## config.mk

```make
export PLATFORM = sky130hd
export DESIGN_NAME = alu_arbiter_flat
export DESIGN_NICKNAME = d
export VERILOG_FILES = /design/src/rtl/alu_arbiter_if.sv /design/src/rtl/alu_arbiter.sv /design/src/flat_wrapper.sv
export SDC_FILE = /design/constraint.sdc
export NUM_CORES = 1
export LEC_CHECK = 0
export BUFFER_PORTS_ARGS = -buffer_cell sky130_fd_sc_hd__buf_4
export CORE_MARGIN = 5
export CORE_UTILIZATION = 48
export CTS_CLUSTER_SIZE = 25
export DETAILED_ROUTE_END_ITERATION = 10
export PLACE_DENSITY = 0.78
export SYNTH_ARGS = -nofsm -noshare
export SYNTH_HDL_FRONTEND = slang
export SYNTH_SLANG_ARGS = --single-unit
```

## constraint.sdc

```tcl
create_clock -name clk -period 2.9 [get_ports clk]
set_clock_uncertainty 0.15 [all_clocks]
set_input_delay 0.58 -clock clk [delete_from_list [all_inputs] [get_ports clk]]
set_output_delay 0.58 -clock clk [all_outputs]
set_load 0.02 [all_outputs]
```

## src/rtl/alu_arbiter_if.sv

```systemverilog
// Request/response bundle between the two issue ports and alu_arbiter.
// master: requester/consumer side. slave: the arbiter.
interface alu_arbiter_if #(
  parameter int WIDTH = 16
);
  logic             req0_valid;
  logic             req0_ready;
  logic [2:0]       req0_op;
  logic [WIDTH-1:0] req0_a;
  logic [WIDTH-1:0] req0_b;

  logic             req1_valid;
  logic             req1_ready;
  logic [2:0]       req1_op;
  logic [WIDTH-1:0] req1_a;
  logic [WIDTH-1:0] req1_b;

  logic             rsp_valid;
  logic             rsp_ready;
  logic [WIDTH-1:0] rsp_data;
  logic             rsp_id;

  modport master (
    output req0_valid, req0_op, req0_a, req0_b,
    output req1_valid, req1_op, req1_a, req1_b,
    output rsp_ready,
    input  req0_ready, req1_ready,
    input  rsp_valid, rsp_data, rsp_id
  );

  modport slave (
    input  req0_valid, req0_op, req0_a, req0_b,
    input  req1_valid, req1_op, req1_a, req1_b,
    input  rsp_ready,
    output req0_ready, req1_ready,
    output rsp_valid, rsp_data, rsp_id
  );
endinterface

```

## src/rtl/alu_arbiter.sv

```systemverilog
// alu_arbiter: round-robin front end sharing one 16-bit alu between two
// requesters. Optional grant counters are built when ALU_ARB_STATS_EN is
// defined; otherwise grant_cnt0/grant_cnt1 are tied to zero.

// Fixed 16-bit combinational ALU datapath.
module alu (
  input  logic [2:0]  sel_i,
  input  logic [15:0] a_i,
  input  logic [15:0] b_i,
  output logic [15:0] y_o
);
  // Operation select; arithmetic wraps modulo 2^16.
  always_comb begin
    y_o = a_i;
    case (sel_i)
      3'b000:  y_o = a_i + b_i;
      3'b001:  y_o = a_i - b_i;
      3'b010:  y_o = a_i & b_i;
      3'b011:  y_o = a_i | b_i;
      3'b100:  y_o = ~a_i;
      3'b101:  y_o = '0;
      default: y_o = a_i;
    endcase
  end
endmodule

module alu_arbiter #(
  parameter int WIDTH = 16
) (
  input  logic             clk,
  input  logic             rst,
  alu_arbiter_if.slave     bus,
  output logic             busy,
  output logic [WIDTH-1:0] grant_cnt0,
  output logic [WIDTH-1:0] grant_cnt1
);
  typedef enum logic [1:0] {IDLE, EXEC, RESP} state_t;

  state_t           state_q, state_d;
  logic             last_q;
  logic [2:0]       op_q;
  logic [WIDTH-1:0] a_q, b_q;
  logic             id_q;
  logic [WIDTH-1:0] rsp_data_q;
  logic             rsp_id_q;
  logic [WIDTH-1:0] alu_y;
  logic             pick1, grant0, grant1, accept;

  // Arbitration: port 1 wins if it alone is valid, or on contention when
  // port 0 won last. Nothing is granted during reset or outside IDLE.
  always_comb begin
    pick1  = bus.req1_valid && (!bus.req0_valid || !last_q);
    grant0 = (state_q == IDLE) && !rst && bus.req0_valid && !pick1;
    grant1 = (state_q == IDLE) && !rst && pick1;
    accept = grant0 || grant1;
  end

  assign bus.req0_ready = grant0;
  assign bus.req1_ready = grant1;
  assign bus.rsp_valid  = (state_q == RESP);
  assign bus.rsp_data   = rsp_data_q;
  assign bus.rsp_id     = rsp_id_q;
  assign busy           = (state_q != IDLE);

  alu u_alu (
    .sel_i (op_q),
    .a_i   (a_q),
    .b_i   (b_q),
    .y_o   (alu_y)
  );

  // State register.
  always_ff @(posedge clk) begin
    if (rst) state_q <= IDLE;
    else     state_q <= state_d;
  end

  // Next-state: accept -> execute -> hold response until consumed.
  always_comb begin
    state_d = state_q;
    case (state_q)
      IDLE:    if (accept) state_d = EXEC;
      EXEC:    state_d = RESP;
      RESP:    if (bus.rsp_ready) state_d = IDLE;
      default: state_d = IDLE;
    endcase
  end

  // Operand capture on accept, result capture at the end of EXEC.
  always_ff @(posedge clk) begin
    if (rst) begin
      last_q     <= 1'b1;
      op_q       <= '0;
      a_q        <= '0;
      b_q        <= '0;
      id_q       <= 1'b0;
      rsp_data_q <= '0;
      rsp_id_q   <= 1'b0;
    end else begin
      if (accept) begin
        last_q <= grant1;
        id_q   <= grant1;
        op_q   <= grant1 ? bus.req1_op : bus.req0_op;
        a_q    <= grant1 ? bus.req1_a  : bus.req0_a;
        b_q    <= grant1 ? bus.req1_b  : bus.req0_b;
      end
      if (state_q == EXEC) begin
        rsp_data_q <= alu_y;
        rsp_id_q   <= id_q;
      end
    end
  end

`ifdef ALU_ARB_STATS_EN
  logic [WIDTH-1:0] grant_cnt0_q, grant_cnt1_q;

  // Saturating per-port accept counters.
  always_ff @(posedge clk) begin
    if (rst) begin
      grant_cnt0_q <= '0;
      grant_cnt1_q <= '0;
    end else begin
      if (grant0 && grant_cnt0_q != '1) grant_cnt0_q <= grant_cnt0_q + 1'b1;
      if (grant1 && grant_cnt1_q != '1) grant_cnt1_q <= grant_cnt1_q + 1'b1;
    end
  end

  assign grant_cnt0 = grant_cnt0_q;
  assign grant_cnt1 = grant_cnt1_q;
`else
  assign grant_cnt0 = '0;
  assign grant_cnt1 = '0;
`endif
endmodule

```

## src/flat_wrapper.sv

```systemverilog
// flat-port wrapper written by rule: the top's interface ports become plain ports
module alu_arbiter_flat 
#(
  parameter int WIDTH = 16
)
  (clk, rst, busy, grant_cnt0, grant_cnt1, bus_req0_valid, bus_req0_op, bus_req0_a, bus_req0_b, bus_req1_valid, bus_req1_op, bus_req1_a, bus_req1_b, bus_rsp_ready, bus_req0_ready, bus_req1_ready, bus_rsp_valid, bus_rsp_data, bus_rsp_id);
  alu_arbiter_if #(.WIDTH(WIDTH)) bus_i ();
  input  logic clk;
  input  logic rst;
  output logic busy;
  output logic [WIDTH-1:0] grant_cnt0;
  output logic [WIDTH-1:0] grant_cnt1;
  input wire logic [$bits(bus_i.req0_valid)-1:0] bus_req0_valid;
  input wire logic [$bits(bus_i.req0_op)-1:0] bus_req0_op;
  input wire logic [$bits(bus_i.req0_a)-1:0] bus_req0_a;
  input wire logic [$bits(bus_i.req0_b)-1:0] bus_req0_b;
  input wire logic [$bits(bus_i.req1_valid)-1:0] bus_req1_valid;
  input wire logic [$bits(bus_i.req1_op)-1:0] bus_req1_op;
  input wire logic [$bits(bus_i.req1_a)-1:0] bus_req1_a;
  input wire logic [$bits(bus_i.req1_b)-1:0] bus_req1_b;
  input wire logic [$bits(bus_i.rsp_ready)-1:0] bus_rsp_ready;
  output wire logic [$bits(bus_i.req0_ready)-1:0] bus_req0_ready;
  output wire logic [$bits(bus_i.req1_ready)-1:0] bus_req1_ready;
  output wire logic [$bits(bus_i.rsp_valid)-1:0] bus_rsp_valid;
  output wire logic [$bits(bus_i.rsp_data)-1:0] bus_rsp_data;
  output wire logic [$bits(bus_i.rsp_id)-1:0] bus_rsp_id;
  assign bus_i.req0_valid = bus_req0_valid;
  assign bus_i.req0_op = bus_req0_op;
  assign bus_i.req0_a = bus_req0_a;
  assign bus_i.req0_b = bus_req0_b;
  assign bus_i.req1_valid = bus_req1_valid;
  assign bus_i.req1_op = bus_req1_op;
  assign bus_i.req1_a = bus_req1_a;
  assign bus_i.req1_b = bus_req1_b;
  assign bus_i.rsp_ready = bus_rsp_ready;
  assign bus_req0_ready = bus_i.req0_ready;
  assign bus_req1_ready = bus_i.req1_ready;
  assign bus_rsp_valid = bus_i.rsp_valid;
  assign bus_rsp_data = bus_i.rsp_data;
  assign bus_rsp_id = bus_i.rsp_id;
  alu_arbiter #(.WIDTH(WIDTH)) u_core (.clk(clk), .rst(rst), .bus(bus_i), .busy(busy), .grant_cnt0(grant_cnt0), .grant_cnt1(grant_cnt1));
endmodule
```

; ---- Word level (Yosys, flattened, before mapping)
; Cells that the tools add are included.
[totals]
regBits = 56
in_bits = 75
out_inout_bits = 53
wordCells = 44
[classes]
n_addsub = 2
n_eq_ne = 9
n_mux = 7
bitwise = 3
reduce_logical = 15
[op_table]
columns = cell, count
row1 = one-hot mux 16 bit (6 select lines), 1
row2 = 2-to-1 mux 16 bit, 2
row3 = adder 16 bit, 1
row4 = bitwise AND 16 bit, 1
row5 = NOT 16 bit, 1
row6 = bitwise OR 16 bit, 1
row7 = subtractor 16 bit, 1
row8 = == test 3 x 2 -> 1 bit (second input constant), 2
row9 = == test 3 bit (second input constant), 2
row10 = one-hot mux 2 bit (3 select lines), 1
row11 = logical AND 1 bit, 5
row12 = zero test 1 bit, 4
row13 = 2-to-1 mux 2 bit, 2
row14 = == test 3 x 1 -> 1 bit (second input constant), 1
row15 = zero test 3 bit, 1
row16 = 2-to-1 mux 3 bit, 1
row17 = == test 2 x 1 -> 1 bit (second input constant), 1
row18 = == test 2 bit (second input constant), 1
row19 = zero test 2 bit, 1
row20 = logical OR 1 bit, 2
row21 = != test 2 x 1 -> 1 bit (second input constant), 1
row22 = != test 2 bit (second input constant), 1
row23 = AND reduction 2 bit, 1
row24 = nonzero test 2 bit, 1

; ---- Depth between registers and ports, before layout
[logic_depth]
word_depth = 8
mapped_depth = 13
mapped_depth_nobuf = 13

; ---- Cells and area by module
; From an unflattened synthesis, not the netlist that was laid out.
[unflattened]
cells_unflattened = 623
hier_area_um2 = 4714.5
[modules_own_cells]
columns = module, instances, cells_each, area_each_um2, seq_area_each_um2
row1 = alu_arbiter, 1, 335, 2917.8, 1121.1
row2 = alu, 1, 288, 1796.7, 0.0

; ---- Least setup slack after synthesis
; Ideal clock, no wire load.
[synth_timing]
path_type = reg-to-reg
from = register u_core.b_q[2]
to = register u_core.rsp_data_q[14], in the netlist u_core.bus.rsp_data[14]
setup_time_ps = 73
arrival_time_ps = 2804
t_required_ps = 2677
path_slack_ps = -127
path_stages_with_launch = 14
path_buffers = 2
period_less_slack_ps = 3027
cell_sequence = dfxtp_1 buf_6 nor4_4 nand2_1 o41ai_1 xor2_1 ha_1 buf_6 a21o_1 a31o_1 and3_4 o31a_1 o31ai_1 nor3b_2
[synth_between]
elab_chain_len = 2
word_cells_on_any_way = 3
cone_classes = add/sub: 2 / mux: 1
[synth_lines]
columns = element, line
row1 = start: declaration, alu_arbiter.sv:42  ; logic [WIDTH-1:0] a_q, b_q;
row2 = start signal: assignment, alu_arbiter.sv:105  ; b_q <= grant1 ? bus.req1_b : bus.req0_b;
row3 = subtractor 16 bit / adder 16 bit (equally long branches), "alu_arbiter.sv:17, alu_arbiter.sv:16"
row4 = one-hot mux 16 bit (6 select lines) (*), alu_arbiter.sv:15  ; case (sel_i)
row5 = end signal: assignment, alu_arbiter.sv:108  ; rsp_data_q <= alu_y;
row6 = end: declaration, alu_arbiter.sv:44  ; logic [WIDTH-1:0] rsp_data_q;
; Every way passes the cells marked *; elsewhere a longest branch is shown, timed or not.
; A chain may end at the register's enable or synchronous reset.

; ---- Worst setup path in the final report
[layout_timing]
from = register u_core.b_q[5]
to = register u_core.rsp_data_q[15], in the netlist u_core.bus.rsp_data[15]
; The elaborated chain is that of the path after synthesis.

==> impl_metrics.yaml <==
detailed_routing:
  drc: 0
  drt_iter0_markers: 254
  via_per_inst: 5.53
  wl_um: 13100
  vias: 4521
  wl_per_cell_um: 16.0
  first_pass_iters: 5
  postRouteAntennaNets: 0
clocking:
  cts.htree.levels: 2
  clk_pin_slew_ps: 110
  cts_tree: "done"
  cts_buffers: 5
  clk_latency_ps: 320
  cts_sinks: 56
  cts-root-buf: "clkbuf_8"
  clock_path_buffers: 2
  postCtsHoldBufs: 0
floorplanning:
  rows: 34
  die_y_um: 104
  start_util_pct: 49.2
  core_um2: 8680
  io_pins: 128
  die_x_um: 104
  dieArea_um2: 10900
power:
  switchingPower_w: 0.00132
  clkPwrFrac_pct: 13.8
  powerDensity_nw_per_um2: 580
  vdd_drop_max_mv: 0.287
  leakagePower_nw: 2.46
  power_frac_seq_pct: 29.4
  power_frac_comb_pct: 56.8
  p_int_w: 0.00192
  power_switching_share_pct: 40.7
cells_and_area:
  final_common_cell: "buf_4"
  final_net_count: 802
  drive_gt1_share_pct: 29.8
  final_core_util_pct: 64.3
  layout_common_cells: "buf_4, nand2_1, nor2_1"
  fill_cells: 799
  antenna_cells: 0
  syn2layout_area_growth_pct: 30.7
timing:
  rsz0062_at_grt: "true"
  fin_crit_ps: 3030
  fin_ws_ps: -129
  finalCritPeriodShare_pct: 104
  drv_slew: 0
  max_freq_mhz: 330
  setup-tns-final_ps: -324
  slew_headroom_pct: 58.8
  final_hold_viol_count: 0
  tightest_slew_ps: 617
  finalSetupViolCount: 4
grt:
  grt_max_degree: 73
  grtUsageTotal_pct: 22.8
  grt_pass1_vias: 4078
  overflow: 0
  grt_pass1_wl_um: 20800
  antenna_found_initial: 0
setup_path:
  arrival_ps: 3090
  cp_data_required_time_ps: 2960
  worstPathMaxFanout: 3
  setup.worst_path.class: "flip-flop to flip-flop"
  r2r_start: "u_core.b_q[5]"
  worst_setup_path_end_kind: "flip-flop"
  reg2reg_to: "u_core.bus.rsp_data[15]"
  reg2reg_slack_ps: -130
  worst-r2r-cell-count: 13
  setup.worst_path.start_class: "flip-flop"
synthesis:
  yosys.area.top_type_share_pct: 26.3
  ys_seq_area_share_pct: 26.3
  synth_enable_flop_cells: 0
  ys_ff_latch: 56
  synth_area_per_cell_um2: 7.30
  ys_top_cells_by_area: "dfxtp_1, nand2_1, a311oi_1, nor2_1, buf_4"
  synth_ff_type: "dfxtp_1"
  syn_inst: 585
  netlist-cell-type-count: 61
  postSynth.asyncResetShare_pct: 0
  synth_area_leader_cell: "dfxtp_1"
  ys_warn_count: 0
  synth_area_um2: 4270
run_status:
  status: "finished with violations"
  violations: "negative setup slack"
hold_path:
  hold_depth: 2
  min_from: "u_core.bus.rsp_id"
  min_path_type: "flip-flop to flip-flop"
  hold_path_end: "u_core.bus.rsp_id"
place:
  portBuffers: 95
  gp_congestion: 0.888
  hpwl_um: 9970
flow_run:
  drv_cap: 0
## cells in the mapped netlist (all sizes together) (4+ instances only)
master	count
a211oi	7
inv	9
a311oi	36
a221oi	4
nand2b	7
nor4	5
o21ai	55
dfxtp	56
ha	18
nor2	73
xor2	8
and3	4
nor2b	16
buf	44
and2	7
nand2	106
a21o	5
o22ai	4
clkbuf	27
xnor2	16
nand3	5
a31oi	6
a21oi	23
## registers in the layout, summed over array words and instances (netlist names)
name,flops
u_core.bus.rsp_data,16
u_core.last_q,1
u_core.state_q,2
u_core.bus.rsp_id,1
u_core.id_q,1
u_core.a_q,16
u_core.op_q,3
u_core.b_q,16
## cells by family after synthesis
group	count (synthesis)	synth area share, %
simple gates	235	24.7
compound gates	167	26.7
buf+inv	80	10.7
flops	56	26.3
xor+xnor	24	5.10
fa+ha+maj	19	5.74
mux	3	0.703
other cells	1	0.0878
## power by group through the flow
stage,registers (W),clock network [W],logic (W)
after floorplan,0.000991,0,0.00101
after global placement,0.000960,0,0.00157
after detailed placement,0.000964,0,0.00159
after CTS,0.000948,0.000453,0.00162
after global routing,0.000965,0.000490,0.00199
final,0.000951,0.000447,0.00184
## critical path: stages, from the launching register on
cell and delay [ps]:
dfxtp_2 350, nor4_4 370, buf_4 190, nand3_2 70
nand2_2 110, nand2_2 70, xnor2_2 140, ha_1 290
and2_4 170, a221o_1 310, a221o_1 350, a21oi_2 140
xnor2_1 130, o21ai_1 80
## area by class of cell
cell class	count	area [um^2]	share of cell area, %
clock buffers	5	68.8	1.23
clock inverters	3	21.3	0.381
inverters	9	33.8	0.605
multi-input cells	480	2990	53.6
flip-flops and latches	56	1130	20.2
well taps	108	135	2.42
repair buffers	156	1200	21.6
## per-layer routing
metal,wire length [um],vias up,GRT usage (%)
met4,167,0,5.83
met1,5550,2122,29.4
met2,6560,142,39.6
li1,-,2247,-
met5,0,-,0
met3,803,10,3.17
## worst max-delay path by stage
stage	startpoint	endpoint	slack (ps)	cells past startpoint
after floorplan	u_core.b_q[3]	u_core.bus.rsp_data[14]	-10	12
after global placement	u_core.b_q[5]	u_core.bus.rsp_data[14]	-80	11
after detailed placement	u_core.b_q[5]	u_core.bus.rsp_data[14]	-150	11
after CTS	u_core.b_q[2]	u_core.bus.rsp_data[14]	-90	11
after global routing	u_core.b_q[5]	u_core.bus.rsp_data[14]	-310	11
final	u_core.b_q[5]	u_core.bus.rsp_data[15]	-130	13
## per-stage QoR
step | cells | power (W) | area [um^2] | hold WS (ps) | setup slack [ps]
floorplan | 616 | 0.00200 | 4410 | 281 | -14.0
global route | 817 | 0.00345 | 5580 | 347 | -307
finish | 817 | 0.00324 | 5580 | 322 | -129
global placement | 797 | 0.00253 | 5230 | 290 | -76.4
CTS | 807 | 0.00302 | 5350 | 319 | -87.6
detailed placement | 797 | 0.00255 | 5230 | 304 | -155
## what timing repair did
item | CTS | global route
pin swaps | 4 | 19
resized for setup | 6 | 39
buffers inserted | 2 | 10
setup endpoints to repair | 7 | 12
endpoints found under the hold margin | 0 | 0
Note: power is estimated with default switching activity, not from simulation.
